**src/rtl/nibble_serial_adder.sv**
```systemverilog
// ============================================================================
// Module   : nibble_serial_adder
// Purpose  : Multi-cycle WIDTH-bit unsigned adder. Operand nibbles pass through
//            one shared 4-bit carry-lookahead slice, LSB nibble first, one
//            nibble per clock. The inter-nibble carry is held in a register.
// Ports    : clk      - clock, rising edge
//            rst_n    - synchronous active-low reset
//            start_i  - request, accepted in IDLE or DONE
//            a_i/b_i  - operands, sampled on the accept edge only
//            ci_i     - carry-in to nibble 0, sampled on the accept edge only
//            busy_o   - high while the add is in progress
//            done_o   - one-cycle pulse, s_o/co_o are final
//            s_o      - sum register (partial values visible while busy)
//            co_o     - carry-out of the MSB nibble
// Revision : 1.0 - initial release
// ============================================================================
`default_nettype none

module nibble_serial_adder #(
    parameter int WIDTH = 16,
    parameter int NIB   = 4
) (
    input  logic             clk,
    input  logic             rst_n,
    input  logic             start_i,
    input  logic [WIDTH-1:0] a_i,
    input  logic [WIDTH-1:0] b_i,
    input  logic             ci_i,
    output logic             busy_o,
    output logic             done_o,
    output logic [WIDTH-1:0] s_o,
    output logic             co_o
);

    localparam int N  = WIDTH / NIB;
    localparam int CW = (N > 1) ? $clog2(N) : 1;
    localparam logic [CW-1:0] C_LAST = CW'(N - 1);

    // Elaboration guard: the slice is hard-wired to 4 bits and the operand
    // must split into whole nibbles.
    generate
        if ((NIB != 4) || (WIDTH < NIB) || ((WIDTH % NIB) != 0)) begin : g_bad_param
            $error("nibble_serial_adder: WIDTH must be a multiple of 4 and >= 4, NIB must be 4");
        end
    endgenerate

    typedef enum logic [1:0] {
        S_IDLE = 2'd0,
        S_ADD  = 2'd1,
        S_DONE = 2'd2
    } state_t;

    state_t                    state_q, state_d;
    logic [N-1:0][NIB-1:0]     a_q, a_d;
    logic [N-1:0][NIB-1:0]     b_q, b_d;
    logic [N-1:0][NIB-1:0]     s_q, s_d;
    logic [CW-1:0]             cnt_q, cnt_d;
    logic                      carry_q, carry_d;
    logic                      co_q, co_d;
    logic                      busy_q, busy_d;
    logic                      done_q, done_d;

    // ------------------------------------------------------------------
    // Nibble select: pick the operand nibbles addressed by the counter.
    // ------------------------------------------------------------------
    logic [NIB-1:0] w_a_nib;
    logic [NIB-1:0] w_b_nib;

    always_comb begin
        w_a_nib = '0;
        w_b_nib = '0;
        for (int i = 0; i < N; i++) begin
            if (cnt_q == CW'(i)) begin
                w_a_nib = a_q[i];
                w_b_nib = b_q[i];
            end
        end
    end

    // ------------------------------------------------------------------
    // 4-bit carry-lookahead slice. All internal carries are formed
    // directly from generate/propagate terms and the slice carry-in.
    // ------------------------------------------------------------------
    logic [NIB-1:0] w_g;
    logic [NIB-1:0] w_p;
    logic [NIB:0]   w_c;
    logic [NIB-1:0] w_sum4;
    logic           w_c4;

    assign w_g = w_a_nib & w_b_nib;
    assign w_p = w_a_nib ^ w_b_nib;

    assign w_c[0] = carry_q;
    assign w_c[1] = w_g[0] | (w_p[0] & w_c[0]);
    assign w_c[2] = w_g[1] | (w_p[1] & w_g[0]) | (w_p[1] & w_p[0] & w_c[0]);
    assign w_c[3] = w_g[2] | (w_p[2] & w_g[1]) | (w_p[2] & w_p[1] & w_g[0])
                  | (w_p[2] & w_p[1] & w_p[0] & w_c[0]);
    assign w_c[4] = w_g[3] | (w_p[3] & w_g[2]) | (w_p[3] & w_p[2] & w_g[1])
                  | (w_p[3] & w_p[2] & w_p[1] & w_g[0])
                  | (w_p[3] & w_p[2] & w_p[1] & w_p[0] & w_c[0]);

    assign w_sum4 = w_p ^ w_c[NIB-1:0];
    assign w_c4   = w_c[NIB];

    // ------------------------------------------------------------------
    // State register and datapath registers.
    // ------------------------------------------------------------------
    always_ff @(posedge clk) begin
        if (!rst_n) begin
            state_q <= S_IDLE;
            a_q     <= '0;
            b_q     <= '0;
            s_q     <= '0;
            cnt_q   <= '0;
            carry_q <= 1'b0;
            co_q    <= 1'b0;
            busy_q  <= 1'b0;
            done_q  <= 1'b0;
        end else begin
            state_q <= state_d;
            a_q     <= a_d;
            b_q     <= b_d;
            s_q     <= s_d;
            cnt_q   <= cnt_d;
            carry_q <= carry_d;
            co_q    <= co_d;
            busy_q  <= busy_d;
            done_q  <= done_d;
        end
    end

    // ------------------------------------------------------------------
    // Next-state and datapath update. busy/done are registered copies of
    // the state being entered, so they are glitch-free and mutually
    // exclusive.
    // ------------------------------------------------------------------
    always_comb begin
        state_d = state_q;
        a_d     = a_q;
        b_d     = b_q;
        s_d     = s_q;
        cnt_d   = cnt_q;
        carry_d = carry_q;
        co_d    = co_q;
        busy_d  = 1'b0;
        done_d  = 1'b0;

        unique case (state_q)
            S_IDLE, S_DONE: begin
                if (start_i) begin
                    a_d     = a_i;
                    b_d     = b_i;
                    carry_d = ci_i;
                    cnt_d   = '0;
                    s_d     = '0;
                    co_d    = 1'b0;
                    busy_d  = 1'b1;
                    state_d = S_ADD;
                end else begin
                    state_d = S_IDLE;
                end
            end

            S_ADD: begin
                // Write the current nibble in place so partial sums sit at
                // their final bit positions.
                for (int i = 0; i < N; i++) begin
                    if (cnt_q == CW'(i)) begin
                        s_d[i] = w_sum4;
                    end
                end
                carry_d = w_c4;
                if (cnt_q == C_LAST) begin
                    co_d    = w_c4;
                    done_d  = 1'b1;
                    state_d = S_DONE;
                end else begin
                    cnt_d  = cnt_q + 1'b1;
                    busy_d = 1'b1;
                end
            end

            default: begin
                state_d = S_IDLE;
            end
        endcase
    end

    assign busy_o = busy_q;
    assign done_o = done_q;
    assign s_o    = s_q;
    assign co_o   = co_q;

endmodule

`default_nettype wire

```
**config.mk**
```make
export PLATFORM = sky130hd
export DESIGN_NAME = nibble_serial_adder
export DESIGN_NICKNAME = d
export VERILOG_FILES = /design/src/rtl/nibble_serial_adder.sv
export SDC_FILE = /design/constraint.sdc
export NUM_CORES = 1
export LEC_CHECK = 0
export CAP_MARGIN = 20
export CORE_ASPECT_RATIO = 1.2
export CORE_MARGIN = 5
export CORE_UTILIZATION = 25
export CTS_BUF_LIST = sky130_fd_sc_hd__clkbuf_16
export DETAILED_ROUTE_END_ITERATION = 10
export HOLD_SLACK_MARGIN = 0.05
export PLACE_DENSITY_LB_ADDON = 0.15
export RECOVER_POWER = 25
export SETUP_SLACK_MARGIN = 0.5
export SYNTH_ARGS = -nofsm -noshare
export SYNTH_HDL_FRONTEND = slang
export SYNTH_SLANG_ARGS = --single-unit
```
**constraint.sdc**
```tcl
create_clock -name clk -period 2.89 [get_ports clk]
set_input_delay 0.578 -clock clk [delete_from_list [all_inputs] [get_ports clk]]
set_output_delay 0.578 -clock clk [all_outputs]
set_load 0.02 [all_outputs]
```
Yosys cells after proc, flatten, opt, wreduce, memory -nomap -nowiden --
Cells that the tools add are included.
Operators by class: add/subtract/negate cells 1, equal/unequal tests 11, muxes and demuxes 29, reductions and logical operators 12, bitwise logic cells 29
Operators with widths (count):
- $mux 4 | 12
- $pmux 16 s2 | 1
- $and 1x1->1 | 16
- $mux 16 | 1
- $reduce_and 3->1 | 5
- $ne 2x2->1 const B | 6
- $or 1x1->1 | 10
- $pmux 2 s2 | 2
- $xor 4x4->4 | 2
- $mux 1 | 7
- $eq 2x2->1 const B | 3
- $mux 2 | 3
- $pmux 1 s2 | 3
- $reduce_and 2->1 | 3
- $and 4x4->4 | 1
- $eq 2x1->1 const B | 2
- $logic_not 2->1 | 2
- $add 2x1->2 const B | 1
- $reduce_bool 2->1 | 1
- $reduce_or 2->1 | 1
Storage, ports and cells: output and inout port bits 19, logic and storage cells 100, register bits after elaboration 56

Logic depth before layout (Yosys ltp) --
Gate-level depths: netlist of the first run.
depth in word-level cells 13, mapped depth 11, mapped depth without buffers 9

Worst setup path after synthesis of the first run --
No wires, ideal clock.
kind register -> register, start point reg cnt_q[1], end point reg s_q (netlist bit s_o[11]), arrival time 2376 ps, clock period less this slack 2511 ps, setup time 135 ps, path buffers 1, stages on the path, launching flop included 11, slack 379 ps, required time 2755 ps, cells stage by stage dfxtp_1 -> inv_1 -> ha_1 -> clkbuf_1 -> nand3b_1 -> a311oi_1 -> a21o_1 -> ha_1 -> a21o_1 -> a311oi_1 -> o41ai_1
On the way: longest elaborated chain between the ends 13, elaborated cells between the ends (all ways) 27
Ends and longest elaborated chain:
- from (decl) | RTL line 57 | logic [CW-1:0] cnt_q, cnt_d;
- from (signal assigned) | RTL line 124 | cnt_q <= cnt_d;
- $logic_not 2->1 | RTL line 73 | if (cnt_q == CW'(i)) begin
- $mux 4 (4 in a row) | RTL line 73
- $xor 4x4->4 or $and 4x4->4 (tied branches) | RTL line 91, 90
- $and 1x1->1, on equally long branches | RTL line 96, 97
- $or 1x1->1 (tied with other cells) | RTL line 96 | assign w_c[3] = w_g[2] | (w_p[2] & w_g[1]) | (w_p[2] & w_p[1] & w_g[0])
- $or 1x1->1 or $and 1x1->1 (tied branches) | RTL line 96, 97
- $or 1x1->1 | RTL line 97 | | (w_p[2] & w_p[1] & w_p[0] & w_c[0]);
- $xor 4x4->4 | RTL line 102 | assign w_sum4 = w_p ^ w_c[NIB-1:0];
- $mux 4 | RTL line 168 | if (cnt_q == CW'(i)) begin
- $pmux 16 s2 | RTL line 148 | unique case (state_q)
- to (signal assigned) | RTL line 113 | s_q <= '0;
- to (signal assigned) | RTL line 123 | s_q <= s_d;
- to (decl) | RTL line 56 | logic [N-1:0][NIB-1:0] s_q, s_d;
Parallel ways exist; a longest one is shown, timed or not. The select of a mux whose other input is x is not followed. A chain may end at the register's enable or synchronous reset.

Final worst setup path of the first run --
start point reg cnt_q[1], end point reg s_q (netlist bit s_o[8])
On the way: longest elaborated chain between the ends 9, elaborated cells between the ends (all ways) 18
Ends and longest elaborated chain:
- $logic_not 2->1 | RTL line 73
- $mux 4 (4 in a row) | RTL line 73
- $xor 4x4->4 | RTL line 91 | assign w_p = w_a_nib ^ w_b_nib;
- $xor 4x4->4 | RTL line 102
- $mux 4 | RTL line 168
- $pmux 16 s2 | RTL line 148
Parallel ways exist; a longest one is shown, timed or not. The select of a mux whose other input is x is not followed.

==> results of run 1 <==
## power breakdown
group | total [mW] | switching (mW) | internal, mW
registers | 0.840 | 0.0307 | 0.810
logic | 0.442 | 0.219 | 0.223
clock network | 0.597 | 0.281 | 0.316
## flip-flops by register name, summed over array words and instances, names as in the netlist
register and cells:
b_q 16, a_q 16, s_o 16, done_o 1
state_q 2, cnt_q 2, carry_q 1, co_o 1
busy_o 1
## placed cells by master, fill, tap and decap left out, types with 3 or more instances in the layout
master,count
clkdlybuf4s50_1,53
a21boi_1,4
nor2b_1,9
nand3_1,10
a2111o_1,3
buf_6,4
nand4_1,9
a21boi_0,36
a21oi_1,5
nor2_1,7
a31oi_1,3
o41ai_2,3
a21o_1,3
a221oi_2,4
nand2_1,77
ha_1,4
o31ai_2,4
o31ai_1,3
dfxtp_1,54
ha_4,5
o211ai_1,7
clkbuf_16,5
inv_1,4
buf_4,27
nand3b_1,6
## worst paths after layout
path	depth (start not counted)	end	slack, ns	from
max	11	s_o[8]$_SDFFE_PN0P_	0.49	cnt_q[1]$_SDFFE_PN0P_
min	2	a_q[3]$_SDFFE_PN0P_	0.47	a_q[3]$_SDFFE_PN0P_
max reg2reg	11	s_o[8]$_SDFFE_PN0P_	0.49	cnt_q[1]$_SDFFE_PN0P_
min reg2reg	2	a_q[3]$_SDFFE_PN0P_	0.47	a_q[3]$_SDFFE_PN0P_
## critical path, cell delays in order (launching register included)
cell and delay [ns]:
dfxtp_4 0.36, inv_4 0.04, ha_4 0.16, buf_6 0.13, nand3b_1 0.16, a311oi_2 0.29
buf_4 0.17, a21oi_4 0.03, fa_2 0.50, nor4bb_2 0.30, a31oi_1 0.07, nor2b_1 0.13
## stage by stage
stage	cells	worst slack (ns)	power (mW)	cell area [um2]
2_1_floorplan	324	0.507	1.05	2760
3_3_place_gp	496	0.209	1.19	3460
3_5_place_dp	496	0.185	1.19	3460
4_1_cts	519	0.475	1.85	3850
5_1_grt	523	0.338	1.98	4040
6_report	523	0.490	1.88	4040
## cell families (layout without fill, tap and decap cells)
group / Yosys count / after routing / synth area share
and+or+nand+nor: 133 / 133 / 0.231
AOI/OAI and AO/OA: 91 / 91 / 0.254
DFF: 56 / 56 / 0.410
buffers and inverters: 32 / 102 / 0.0485
adders and majority gates: 10 / 10 / 0.0485
xor gates and xnor gates: 1 / 1 / 0.00321
muxes: 1 / 1 / 0.00412
## what timing repair did
item,4_1_cts,5_1_grt
resized for setup,31,31
buffers inserted,14,4
cloned,1,0
pin swaps,20,17
setup endpoints to repair,17,17
## layer usage
metal	share of wire	up-vias	routed length, um
met1	0.44	1204	3570
met5	0	-	0
li1	-	1283	-
met3	0.038	10	302
met2	0.50	54	4040
met4	0.018	0	142
## cell type report
cell class              instances  area, um2  share of cell area
well taps                     129        161              0.0399
inverters                       6       27.5             0.00681
clock inverters                 3       15.0             0.00371
flip-flops and latches         56       1130               0.279
repair buffers                 88        817               0.202
clock buffers                   5        125              0.0309
multi-input cells             236       1770               0.438
==> results.md, run 1 <==
* Status: complete, no violations
* GRT busiest layer: met2
* Hold Crit Class: reg -> reg
* Area of the mapped netlist at 0.00273 mm2
* Area delta synth->final at 48.0%
* RSZ-0062 raised after global routing: true
* M2 GR Usage at 0.209
* DR DRC count at 0
* Ant diodes at 0
* Most frequent cell after synthesis: nand2_1
* Worst Tran Pin Value at 1.05 ns
* Worst vdd ir at 0.239 mV
* Worst setup EP type: flop
* Clock Skew at 0.00411 ns
* Total Routing Usage GR at 0.123
* I/O pins at 55
* Post-synth ARST share at 0
* Commonest cells in the netlist: 78 x nand2_1, 56 x dfxtp_1, 40 x a21boi_0
* Clock Latency Late Sink at 0.29 ns
* Synth cell types at 38
* Synthesized net count at 370
* # setup viols final at 0
* Detailed router's first-iteration violation count at 73
* Via count at 2,551
* Predominant post-synthesis flop cell: dfxtp_1
* CTS Hold Bufs at 0
* Max-Cap Viols at 0
* Post-Route WL at 8050 um
* Fillers at 1,098
* Grt ovf at 0
* CORE AREA at 0.0106 mm2
* Post-synthesis sequential area ratio at 0.410
* Post-Syn Instances at 324
* Layout cells sized above 1 at 0.213
* Setup TNS at 0 ns
* Final hold vios at 0
* Routability cong. at 0.752
* Peak Freq at 417 MHz
* Num CTS Buffers at 5
* I/O Buffers at 54
* Die area at 0.0131 mm2
* Root buf cell: clkbuf_16
* LEAKAGE at 1.51 nW
* Required @ worst endpoint at 3.12 ns
* Nets at 439
* DR WL/cell at 15.4 um
* Dpl hpwl at 5550 um
* Htree depth at 2
* CTS Sinks at 56
* Area leader, netlist: dfxtp_1
* Maximum number of pins on one net before global-route repair at 52
* GR Util met1 at 0.155
* Via/cell ratio at 4.88
* Worst slew margin at 0.301
* Yosys warning total at 0
* Largest cells by area after synthesis: dfxtp_1 41%, a21boi_0 11%, nand2_1 11%
* Mean Syn Cell Area at 8.43 um2
* Initial Utilization at 0.257
* Die Ht at 125 um
* Final core occ at 0.381
* Crit path DAT at 2.63 ns
* Seq cells post-synth at 56
* First-pass GRT wire length at 13,400 um
* Synth top area share at 0.410
* CTS tree: built
* Power Density at 465 mW/mm2
* Largest fanout on the critical path at 7
* Hold slack at 0.466 ns
* Period utilisation layout at 0.830
* Core Rows at 41
* CP Class: reg -> reg
* Fin. max-slew vios at 0
* Met3 Track Usage GR at 0.0270
* Reg clk slew, reported paths at 0.07 ns
* First-pass detailed-route iteration total at 4
* Post-synth EDFFs at 0
* Post-layout minimum cycle time at 2.40 ns
* Vias in the first global route at 2,616
* CP startpoint kind: flop
* Routed Antenna Nets at 0
* Die width at 105 um
* Antenna violations before repair at 0
* Max Root-Sink Buffers at 2
Power figures use the tool's default switching activity.
==> run 2: changes to the inputs <==
clock period = 2.1 ns   (was 2.89 ns; I/O delays follow)
==> results.md, run 2 (synthesis results as in run 1) <==
* CP Depth at 10 (-1)
* Required @ worst endpoint at 2.30 ns (-0.82 ns)
* Grt ovf at 0 (unchanged)
* I/O pins at 55 (unchanged)
* Status: complete, but fails checks
* RSZ-0062 raised after global routing: true
* CTS Sinks at 56 (unchanged)
* CP startpoint kind: flop
* Period utilisation layout at 1.15 (+0.322)
* Hold_sp: a_q[3]$_SDFFE_PN0P_
* CORE AREA at 0.0106 mm2 (unchanged)
* LEAKAGE at 1.64 nW (+8.9%)
* Max-Cap Viols at 0 (unchanged)
* Via count at 2,574 (+0.90%)
* First-pass GRT wire length at 13,700 um (+2.2%)
* Fin. max-slew vios at 0 (unchanged)
* Die width at 105 um (unchanged)
* Worst Setup EP: s_o[3]$_SDFFE_PN0P_
* Worst Reg-to-Reg Cells at 10 (-1)
* Peak Freq at 413 MHz (-0.87%)
* Final Instance Area at 0.00410 mm2 (+1.4%)
* Hold slack at 0.466 ns (-0.000198 ns)
* DR WL/cell at 15.2 um (-1.1%)
* Via/cell ratio at 4.84 (-0.81%)
* CP max stage delay at 0.37 ns (-0.13 ns)
* Post-Place Setup Slack at -0.338 ns (-0.523 ns)
* Most frequent cells in the layout: 77 x nand2_1, 54 x dfxtp_1, 36 x a21boi_0, 36 x buf_4, 35 x clkdlybuf4s50_1
* DR DRC count at 0 (unchanged)
* Setup TNS at -4.36 ns (-4.36 ns)
* Final worst slack at -0.321 ns (-0.811 ns)
* Core Rows at 41 (unchanged)
* R2R Path End: s_o[3]$_SDFFE_PN0P_
* CP delay by family, top: compound AO/OA/AOI/OAI gates
* Routed Antenna Nets at 0 (unchanged)
* Max Root-Sink Buffers at 2 (unchanged)
* Post-Route WL at 8100 um (+0.62%)
* Post-DP Area at 0.00363 mm2 (+5.0%)
* Initial Utilization at 0.257 (unchanged)
* Hold Crit Class: reg -> reg
* Die area at 0.0131 mm2 (unchanged)
* Power Density at 639 mW/mm2 (+38%)
* CP Class: reg -> reg
* Worst Tran Pin Value at 0.393 ns (-0.654 ns)
* Slowest CP cell: dfxtp_4
* Routability cong. at 0.836 (+11%)
* Die Ht at 125 um (unchanged)
* Clock Latency Late Sink at 0.30 ns (about the same)
* Crit path buf inv count at 2 (-1)
* Reg2Reg Setup Slack at -0.32 ns (-0.81 ns)
* Ant diodes at 0 (unchanged)
* Layout cells sized above 1 at 0.238 (+0.0250)
* # setup viols final at 18 (+18)
* Final hold vios at 0 (unchanged)
* Nets at 448 (+2.1%)
* Num CTS Buffers at 5 (unchanged)
* Largest fanout on the critical path at 5 (-2)
* Crit path top cell by count: ha_4
* CTS tree: built
* Maximum number of pins on one net before global-route repair at 34 (-35%)
* Crit path DAT at 2.62 ns (about the same)
* Area delta synth->final at 50.0%
* Failing checks: negative setup slack
* Worst slew margin at 0.738 (+0.436)
* Total Routing Usage GR at 0.127 (+0.00346)
* Clock Skew at 0.00975 ns (+0.00564 ns)
* Dpl hpwl at 5770 um (+4.0%)
* Post-layout minimum cycle time at 2.42 ns (+0.0212 ns)
* Worst vdd ir at 0.299 mV (+25%)
* Root buf cell: clkbuf_16
* Antenna violations before repair at 0 (unchanged)
* CP startpoint: cnt_q[1]$_SDFFE_PN0P_
* Reg clk slew, reported paths at 0.08 ns (about the same)
* First-pass detailed-route iteration total at 4 (unchanged)
* Detailed router's first-iteration violation count at 66 (-9.6%)
* Htree depth at 2 (unchanged)
* Commonest non-fill, non-tap cell in the layout: nand2_1
* Reg-to-Reg Start: cnt_q[1]$_SDFFE_PN0P_
* Worst setup EP type: flop
* Fillers at 1,092 (-0.55%)
* Vias in the first global route at 2,700 (+3.2%)
* CTS Hold Bufs at 0 (unchanged)
* I/O Buffers at 54 (unchanged)
* Critical-path cell list: inv_4 -> ha_4 -> buf_6 -> nand3b_1 -> a311oi_2 -> a21o_1 -> ha_4 -> a21o_4 -> a22o_4 -> o41ai_2
## run 2: layout make-up
class                   count  area [um2]  share of cell area
clock buffers               5         125              0.0305
clock inverters             3        23.8             0.00580
inverters                   6        27.5             0.00671
multi-input cells         236        1760               0.430
flip-flops and latches     56        1130               0.275
well taps                 129         161              0.0394
repair buffers             97         875               0.213
## run 2: metal layers
| layer | share of wire | GRT usage | wire, um | up-vias |
|---|---|---|---|---|
| li1 | - | - | - | 1302 |
| met1 | 0.45 | 0.154 | 3620 | 1215 |
| met2 | 0.50 | 0.229 | 4080 | 48 |
| met3 | 0.034 | 0.0249 | 275 | 9 |
| met4 | 0.016 | 0.0247 | 131 | 0 |
| met5 | 0 | 0 | 0 | - |
## run 2: timing repair
action                                  CTS  global route
setup buffers                            15             0
endpoints found under the setup margin   40            47
pin swaps                                18             7
resized for setup                        58            11
endpoints found under the hold margin     0             0
## run 2: worst min path at each step
stage / cells past startpoint / end
2_1_floorplan: 2 / a_q[1]$_SDFFE_PN0P_
3_5_place_dp: 2 / a_q[3]$_SDFFE_PN0P_
6_report: 2 / a_q[3]$_SDFFE_PN0P_
5_1_grt: 2 / a_q[3]$_SDFFE_PN0P_
4_1_cts: 2 / a_q[3]$_SDFFE_PN0P_
3_3_place_gp: 2 / a_q[3]$_SDFFE_PN0P_
## run 2: metrics by stage
stage	utilization	power [mW]	std cells
detailed placement	0.342	1.68	509
floorplan	-	1.48	324
global placement	0.342	1.68	509
global route	0.386	2.76	532
CTS	0.380	2.63	532
finish	0.386	2.62	532
## run 2: tightest hold or removal path, cell delays in order, from the launching register on
cell	delay, ns
dfxtp_1	0.31
nand2_1	0.04
a21boi_0	0.06
## run 2: report_power, final
group | switching (mW) | internal, mW | total (mW)
sequential | 0.0417 | 1.11 | 1.16
combinational | 0.308 | 0.306 | 0.614
clock | 0.405 | 0.445 | 0.850
